[config.mk]
export PLATFORM = sky130hd
export DESIGN_NAME = div8_2
export DESIGN_NICKNAME = d
export VERILOG_FILES = /design/src/rtl/div8_pkg.sv /design/src/rtl/div8_step.sv /design/src/rtl/div8_2.sv
export SDC_FILE = /design/constraint.sdc
export NUM_CORES = 1
export LEC_CHECK = 0
export BUFFER_PORTS_ARGS = -buffer_cell sky130_fd_sc_hd__buf_2
export CORE_UTILIZATION = 24
export CTS_CLUSTER_SIZE = 16
export DETAILED_ROUTE_END_ITERATION = 8
export GPL_ROUTABILITY_DRIVEN = 1
export SLEW_MARGIN = 25
export SYNTH_ARGS = -nofsm -noshare
export SYNTH_HDL_FRONTEND = slang
export SYNTH_SLANG_ARGS = --single-unit
[constraint.sdc]
create_clock -name i_clk -period 2.54 [get_ports i_clk]
set_input_delay 0.254 -clock i_clk [delete_from_list [all_inputs] [get_ports i_clk]]
set_output_delay 0.254 -clock i_clk [all_outputs]
set_load 0.02 [all_outputs]
[src/rtl/div8_pkg.sv]
// rtl/div8_pkg.sv - shared states and sizing for the sequential restoring divider
package div8_pkg;

  typedef enum logic [1:0] {
    IDLE = 2'd0,
    RUN  = 2'd1,
    DONE = 2'd2
  } div_state_t;

  localparam int DIV_WIDTH = 8;

  function automatic int cnt_width(input int w);
    return $clog2(w) + 1;
  endfunction

  localparam int DIV_CNT_W = cnt_width(DIV_WIDTH);

endpackage

[src/rtl/div8_step.sv]
// rtl/div8_step.sv - one combinational restoring shift-subtract step
module div8_step
  import div8_pkg::*;
#(
  parameter int WIDTH = DIV_WIDTH
) (
  input  logic [WIDTH:0]   i_rem,
  input  logic             i_bit,
  input  logic [WIDTH-1:0] i_dvs,
  output logic [WIDTH:0]   o_rem,
  output logic             o_qbit
);

  logic [WIDTH+1:0] w_full;
  logic [WIDTH+1:0] w_diff;

  assign w_full = {i_rem, i_bit};
  assign w_diff = w_full - {2'b00, i_dvs};

  // The borrow out of the subtraction is the "less than divisor" flag.
  assign o_qbit = ~w_diff[WIDTH+1];
  assign o_rem  = o_qbit ? w_diff[WIDTH:0] : w_full[WIDTH:0];

endmodule

[src/rtl/div8_2.sv]
// rtl/div8_2.sv - sequential unsigned divider, one quotient bit per clock
module div8_2
  import div8_pkg::*;
#(
  parameter int WIDTH = DIV_WIDTH
) (
  input  logic             i_clk,
  input  logic             i_rst_n,
  input  logic             i_start,
  input  logic [WIDTH-1:0] i_a,
  input  logic [WIDTH-1:0] i_b,
  output logic [WIDTH-1:0] o_quotient,
  output logic [WIDTH-1:0] o_remainder,
  output logic             o_div_by_zero,
  output logic             o_busy,
  output logic             o_done
);

  localparam int CNT_W = cnt_width(WIDTH);

  div_state_t       r_state;
  div_state_t       w_state_next;
  logic             w_accept;
  logic             w_last;
  logic [WIDTH:0]   r_rem;
  logic [WIDTH-1:0] r_dvd;
  logic [WIDTH-1:0] r_dvs;
  logic [CNT_W-1:0] r_cnt;
  logic [WIDTH-1:0] r_quot;
  logic [WIDTH-1:0] r_remo;
  logic             r_dbz;
  logic             r_busy;
  logic             r_done;
  logic             r_zpend;
  logic [WIDTH:0]   w_rem;
  logic             w_qbit;

  div8_step #(.WIDTH(WIDTH)) u_step (
    .i_rem  (r_rem),
    .i_bit  (r_dvd[WIDTH-1]),
    .i_dvs  (r_dvs),
    .o_rem  (w_rem),
    .o_qbit (w_qbit)
  );

  assign w_last = (r_cnt == CNT_W'(WIDTH - 1));

  always_comb begin
    w_state_next = r_state;
    w_accept     = 1'b0;
    case (r_state)
      IDLE: begin
        if (i_start) begin
          w_accept     = 1'b1;
          w_state_next = (i_b == '0) ? DONE : RUN;
        end
      end
      RUN: begin
        if (w_last) w_state_next = DONE;
      end
      DONE: begin
        // A divide-by-zero spends one cycle in DONE publishing results first.
        if (r_zpend) begin
          w_state_next = DONE;
        end else if (i_start) begin
          w_accept     = 1'b1;
          w_state_next = (i_b == '0) ? DONE : RUN;
        end else begin
          w_state_next = IDLE;
        end
      end
      default: w_state_next = IDLE;
    endcase
  end

  always_ff @(posedge i_clk) begin
    if (!i_rst_n) begin
      r_state <= IDLE;
      r_rem   <= '0;
      r_dvd   <= '0;
      r_dvs   <= '0;
      r_cnt   <= '0;
      r_quot  <= '0;
      r_remo  <= '0;
      r_dbz   <= 1'b0;
      r_busy  <= 1'b0;
      r_done  <= 1'b0;
      r_zpend <= 1'b0;
    end else begin
      r_state <= w_state_next;
      r_done  <= 1'b0;
      if (w_accept) begin
        r_dvd <= i_a;
        r_dvs <= i_b;
        r_rem <= '0;
        r_cnt <= '0;
        if (i_b == '0) begin
          r_zpend <= 1'b1;
        end else begin
          r_busy <= 1'b1;
          r_dbz  <= 1'b0;
        end
      end else if (r_state == RUN) begin
        r_rem <= w_rem;
        r_dvd <= {r_dvd[WIDTH-2:0], w_qbit};
        r_cnt <= r_cnt + 1'b1;
        if (w_last) begin
          r_quot <= {r_dvd[WIDTH-2:0], w_qbit};
          r_remo <= w_rem[WIDTH-1:0];
          r_busy <= 1'b0;
          r_done <= 1'b1;
        end
      end else if (r_zpend) begin
        r_quot  <= '1;
        r_remo  <= r_dvd;
        r_dbz   <= 1'b1;
        r_zpend <= 1'b0;
        r_done  <= 1'b1;
      end
    end
  end

  assign o_quotient    = r_quot;
  assign o_remainder   = r_remo;
  assign o_div_by_zero = r_dbz;
  assign o_busy        = r_busy;
  assign o_done        = r_done;

endmodule
# Word level (Yosys, flattened, before mapping)
# Index checks and enable logic that the tools add are counted.
# word_totals
regBits	51
inputBits	19
output_inout_bits	19
# op_classes
add_sub_neg	2
n_eq_ne	8
muxes	32
n_bitwise	3
n_reduce_logical	12
# ops
operator	count
$mux 8	8
$mux 1	16
$mux 2	5
$sub 10x8->10	1
$mux 9	1
$reduce_and 3->1	3
$logic_not 8->1	1
$ne 2x2->1 const B	4
$reduce_bool 2->1	4
$pmux 2 s3	1
$add 4x1->4 const B	1
$eq 4x3->1 const B	1
$reduce_and 2->1	2
$not 1->1	3
$eq 2x1->1 const B	1
$eq 2x2->1 const B	1
$logic_not 2->1	1
$ne 2x1->1 const B	1
$pmux 1 s2	1
$reduce_or 2->1	1

# Logic depth before layout (Yosys ltp)
# logic_depth
word_depth	5
ltp_mapped	10
ltp_nobuf	10

# Cells and area by module
# Synthesis repeated with hierarchy kept, for this count alone.
# hier_totals
cells_unflattened	295
area_unflattened_um2	2751.4
# modules_own_cells
module	instances	cells_per_inst	area_per_inst_um2
div8_2	1	223	2185.8
div8_step	1	72	565.5

# Worst setup path after synthesis
# OpenSTA, ideal clock, no wires.
# synth_path
path_kind	register to register
from	register r_dvd[7]
to	register r_rem[6]
setup_time_ps	60
arrival_time_ps	2055
path_slack_ps	425
stages_incl_launch_ff	10
path_buffers	0
synth_period_minus_slack_ps	2115
cell_sequence	dfxtp_1 > inv_1 > ha_1 > inv_1 > fa_1 > a211o_2 > a211oi_1 > nor2_1 > o311ai_1 > and3_1
# synth_via
elab_chain_cells	2
# synth_lines
element	line_no	source
from (decl)	div8_2.sv:26	logic [WIDTH-1:0] r_dvd;
from (signal assigned)	div8_2.sv:93	r_dvd <= i_a;
from (signal assigned)	div8_2.sv:105	r_dvd <= {r_dvd[WIDTH-2:0], w_qbit};
$sub 10x8->10	div8_step.sv:18	assign w_diff = w_full - {2'b00, i_dvs};
$mux 9	div8_step.sv:22	assign o_rem = o_qbit ? w_diff[WIDTH:0] : w_full[WIDTH:0];
to (signal assigned)	div8_2.sv:104	r_rem <= w_rem;
to (decl)	div8_2.sv:25	logic [WIDTH:0] r_rem;
# No other way between the ends.
# A chain may end at the register's enable or synchronous reset.

# Worst setup path in the final report
# layout_path
from	register r_rem[1]
to	register r_remo[1] (netlist: o_remainder[1])
# layout_via
elab_chain_cells	4
# layout_lines
element	line_no	source
$sub 10x8->10	div8_step.sv:18	
$mux 9	div8_step.sv:22	
$mux 8	div8_2.sv:107	if (w_last) begin
$mux 8	div8_2.sv:103	end else if (r_state == RUN) begin
to (signal assigned)	div8_2.sv:109	r_remo <= w_rem[WIDTH-1:0];
to (signal assigned)	div8_2.sv:115	r_remo <= r_dvd;
to (decl)	div8_2.sv:30	logic [WIDTH-1:0] r_remo;
# No other way between the ends. The select of a mux whose other input is x is not followed.

==> impl_metrics.ini <==
[outcome]
status = finished clean

[power_and_ir_drop]
power.density_nw_per_um2 = 609.8
total_power_mw = 1.826
peakVddDrop_uv = 248.4
p_leak_nw = 1.198

[global_route]
grt_max_degree = 36
grt_usage_pct = 12.40
antenna_found_initial = 0
grt_pass1_vias = 2189
grt-ovfl-total = 0
grt_pass1_wl_mm = 11.07

[synth]
synth_most_common_cell = dfxtp_1
syn_avg_cell_area_sq_um = 8.661
netlist_instances = 295
ys_types = 53
syn_nets = 324
ys_seq_elements = 51
synth_commonest_cells = 51 x dfxtp_1, 40 x nand2_1, 20 x nor2_1
synth_seq_area_share_pct = 39.96
yosysTopAreaCell = dfxtp_1
yosysWarningCount = 0
syn_area_sq_um = 2555
synth_ff_type = dfxtp_1
synth_edf_count = 0
synth_top_area_share_pct = 39.96
synthTopCellsByArea = dfxtp_1 40%, nand2_1 5.9%, a21boi_0 5.0%
synthArstFlopShare_pct = 0

[sta]
slew_headroom_pct = 56.84
fin_crit_sh_pct = 90.80
setup_viol = 0
finalHoldViolations = 0
tightest_slew_ns = 0.6406
fmax_mhz = 433.6
finalClockSkew_ns = 0.01237
fin_crit_ns = 2.306
slew_violations = 0
tns_ns = 0
rsz0062_at_grt = no

[placement]
dpl.hpwl_mm = 4.763
gp_congestion = 0.8210
port_buffers = 37

[clocking]
htree_levels = 2
cts.sinks = 51
postCtsSetupBuffers = 0
cts_resized = 0
cts_tree = yes
holdBufCountCts = 0
clkTransAtPathRegs_ns = 0.10
cts-root-buf = clkbuf_8
numCtsBuffers = 5
ctsLongestPathBuffers = 2
worst_skew_pair.late_latency_ns = 0.30

[setup_path]
critical_path_class = reg2reg
cp_cell_sequence = ha_1 > o21ai_1 > a21oi_2 > a21oi_4 > xnor2_2 > mux2i_1 > a31oi_1
cp.arrival_ns = 2.49
worst_setup_path_end_kind = flip-flop
critPathBufInv = 0
required_ns = 2.72
path_max_fanout = 7
max_stage_delay_ns = 0.41
cp_slowest_cell = xnor2_2
setup.worst_path.start_class = flip-flop
cp_top_family = compound AO/OA/AOI/OAI gates

[cells_and_area]
layout.nets = 357
drive_above_1_share_pct = 21.88
diodes = 0
final_util_pct = 29.00
area_growth_pct = 17.19
n_fill_cell = 1097
register_area_sq_um = 1021
multi_input_area_sq_um = 1425

[drt]
drt_iter0_drc = 165
firstDrtPassIters = 4
vias = 2300
wire_per_inst_um = 13.92
wl_mm = 6.475
ant_nets = 0
routed_via_density = 4.946
drc = 0

[floorplanning]
initial_core_util_pct = 24.75
boundaryPins = 38
dieArea_sq_um = 11060
row_count = 37
coreArea_sq_um = 10320
die_h_um = 105.2
die_w_um = 105.2

[flow_run]
cap_violations = 0

[worst_hold_path]
min_path_type = in2reg
cell families (layout without fill, tap and decap cells):
family | Yosys count | in the layout | share of synthesized area [%]
xor+xnor | 7 | 7 | 2.988
buf+inv | 29 | 63 | 4.359
simple gates | 99 | 99 | 17.87
fa+ha+maj | 10 | 10 | 5.191
compound gates | 94 | 94 | 27.62
flops | 51 | 51 | 39.96
mux | 5 | 5 | 2.008
stage by stage:
| step | area [sq um] | hold WS, ns | std cells | setup WS (ns) |
|---|---|---|---|---|
| 2_1_floorplan | 2555 | 0.3989 | 295 | 0.4250 |
| 3_3_place_gp | 2895 | 0.4536 | 457 | 0.2509 |
| 3_5_place_dp | 2895 | 0.4564 | 457 | 0.2501 |
| 4_1_cts | 2994 | 0.2053 | 465 | 0.2358 |
| 5_1_grt | 2994 | 0.2121 | 465 | 0.05869 |
| 6_report | 2994 | 0.2093 | 465 | 0.2336 |
worst paths after layout:
| check | slack, ns | cells after the start | endpoint | start |
|---|---|---|---|---|
| min | 0.21 | 3 | r_dvs[1] | i_b[1] |
| max | 0.23 | 7 | o_remainder[1] | r_rem[1] |
| max reg2reg | 0.23 | 7 | o_remainder[1] | r_rem[1] |
| min reg2reg | 0.47 | 2 | o_busy | o_busy |
flip-flops by register name, indices dropped and copies added (netlist names):
signal,count
r_rem,9
o_quotient,8
o_remainder,8
r_dvd,8
r_dvs,8
r_cnt,4
r_state,2
o_busy,1
o_div_by_zero,1
o_done,1
r_zpend,1
worst reg2reg max path, stage by stage, from the launching register on:
cell and delay [ns]:
dfxtp_1 0.35, ha_1 0.38, o21ai_1 0.10, a21oi_2 0.29, a21oi_4 0.14, xnor2_2 0.42, mux2i_1 0.38, a31oi_1 0.12
cells in the final DEF (no fill, tap or decap), drive strengths merged, types with 2 or more instances in the layout:
cell type  synthesis  routed
nor2              20      20
nor2b              3       3
buf                4      44
or3                2       2
o21ai             17      17
mux2i              4       4
a31oi              5       5
inv               11      11
a2111oi            2       2
o211ai             6       6
and3               5       5
or4                2       2
a211o              2       2
dfxtp             51      51
a21oi             12      12
nand2b             4       4
a21boi            17      17
clkbuf            14       6
nand3              9       9
nand2             40      40
nand4              2       2
nor4               2       2
a211oi             3       3
ha                 9       9
o221a              8       8
a22oi              8       8
and2               6       6
o21bai             2       2
xor2               4       4
xnor2              3       3
nor3               4       4
report_power, final:
part	total [mW]	internal [mW]	switching, mW
combinational	0.459	0.179	0.280
sequential	0.871	0.834	0.0366
clock	0.496	0.223	0.273
layout make-up:
class | instances | share of cell area, %
inverter | 11 | 1.379
sequential | 51 | 34.10
clock buffer | 6 | 2.758
multi-input combinational | 215 | 47.60
tap | 136 | 5.683
timing repair buffer | 44 | 7.940
clock inverter | 2 | 0.5433
per-layer routing:
metal / global-route usage, % / vias up / wire [um]
met5: 0 / - / 0
met2: 18.68 / 55 / 2828
met1: 18.50 / 1119 / 3239
met4: 1.610 / 0 / 0
li1: - / 1126 / -
met3: 2.433 / 0 / 406
Note: power is estimated with default switching activity, not from simulation.
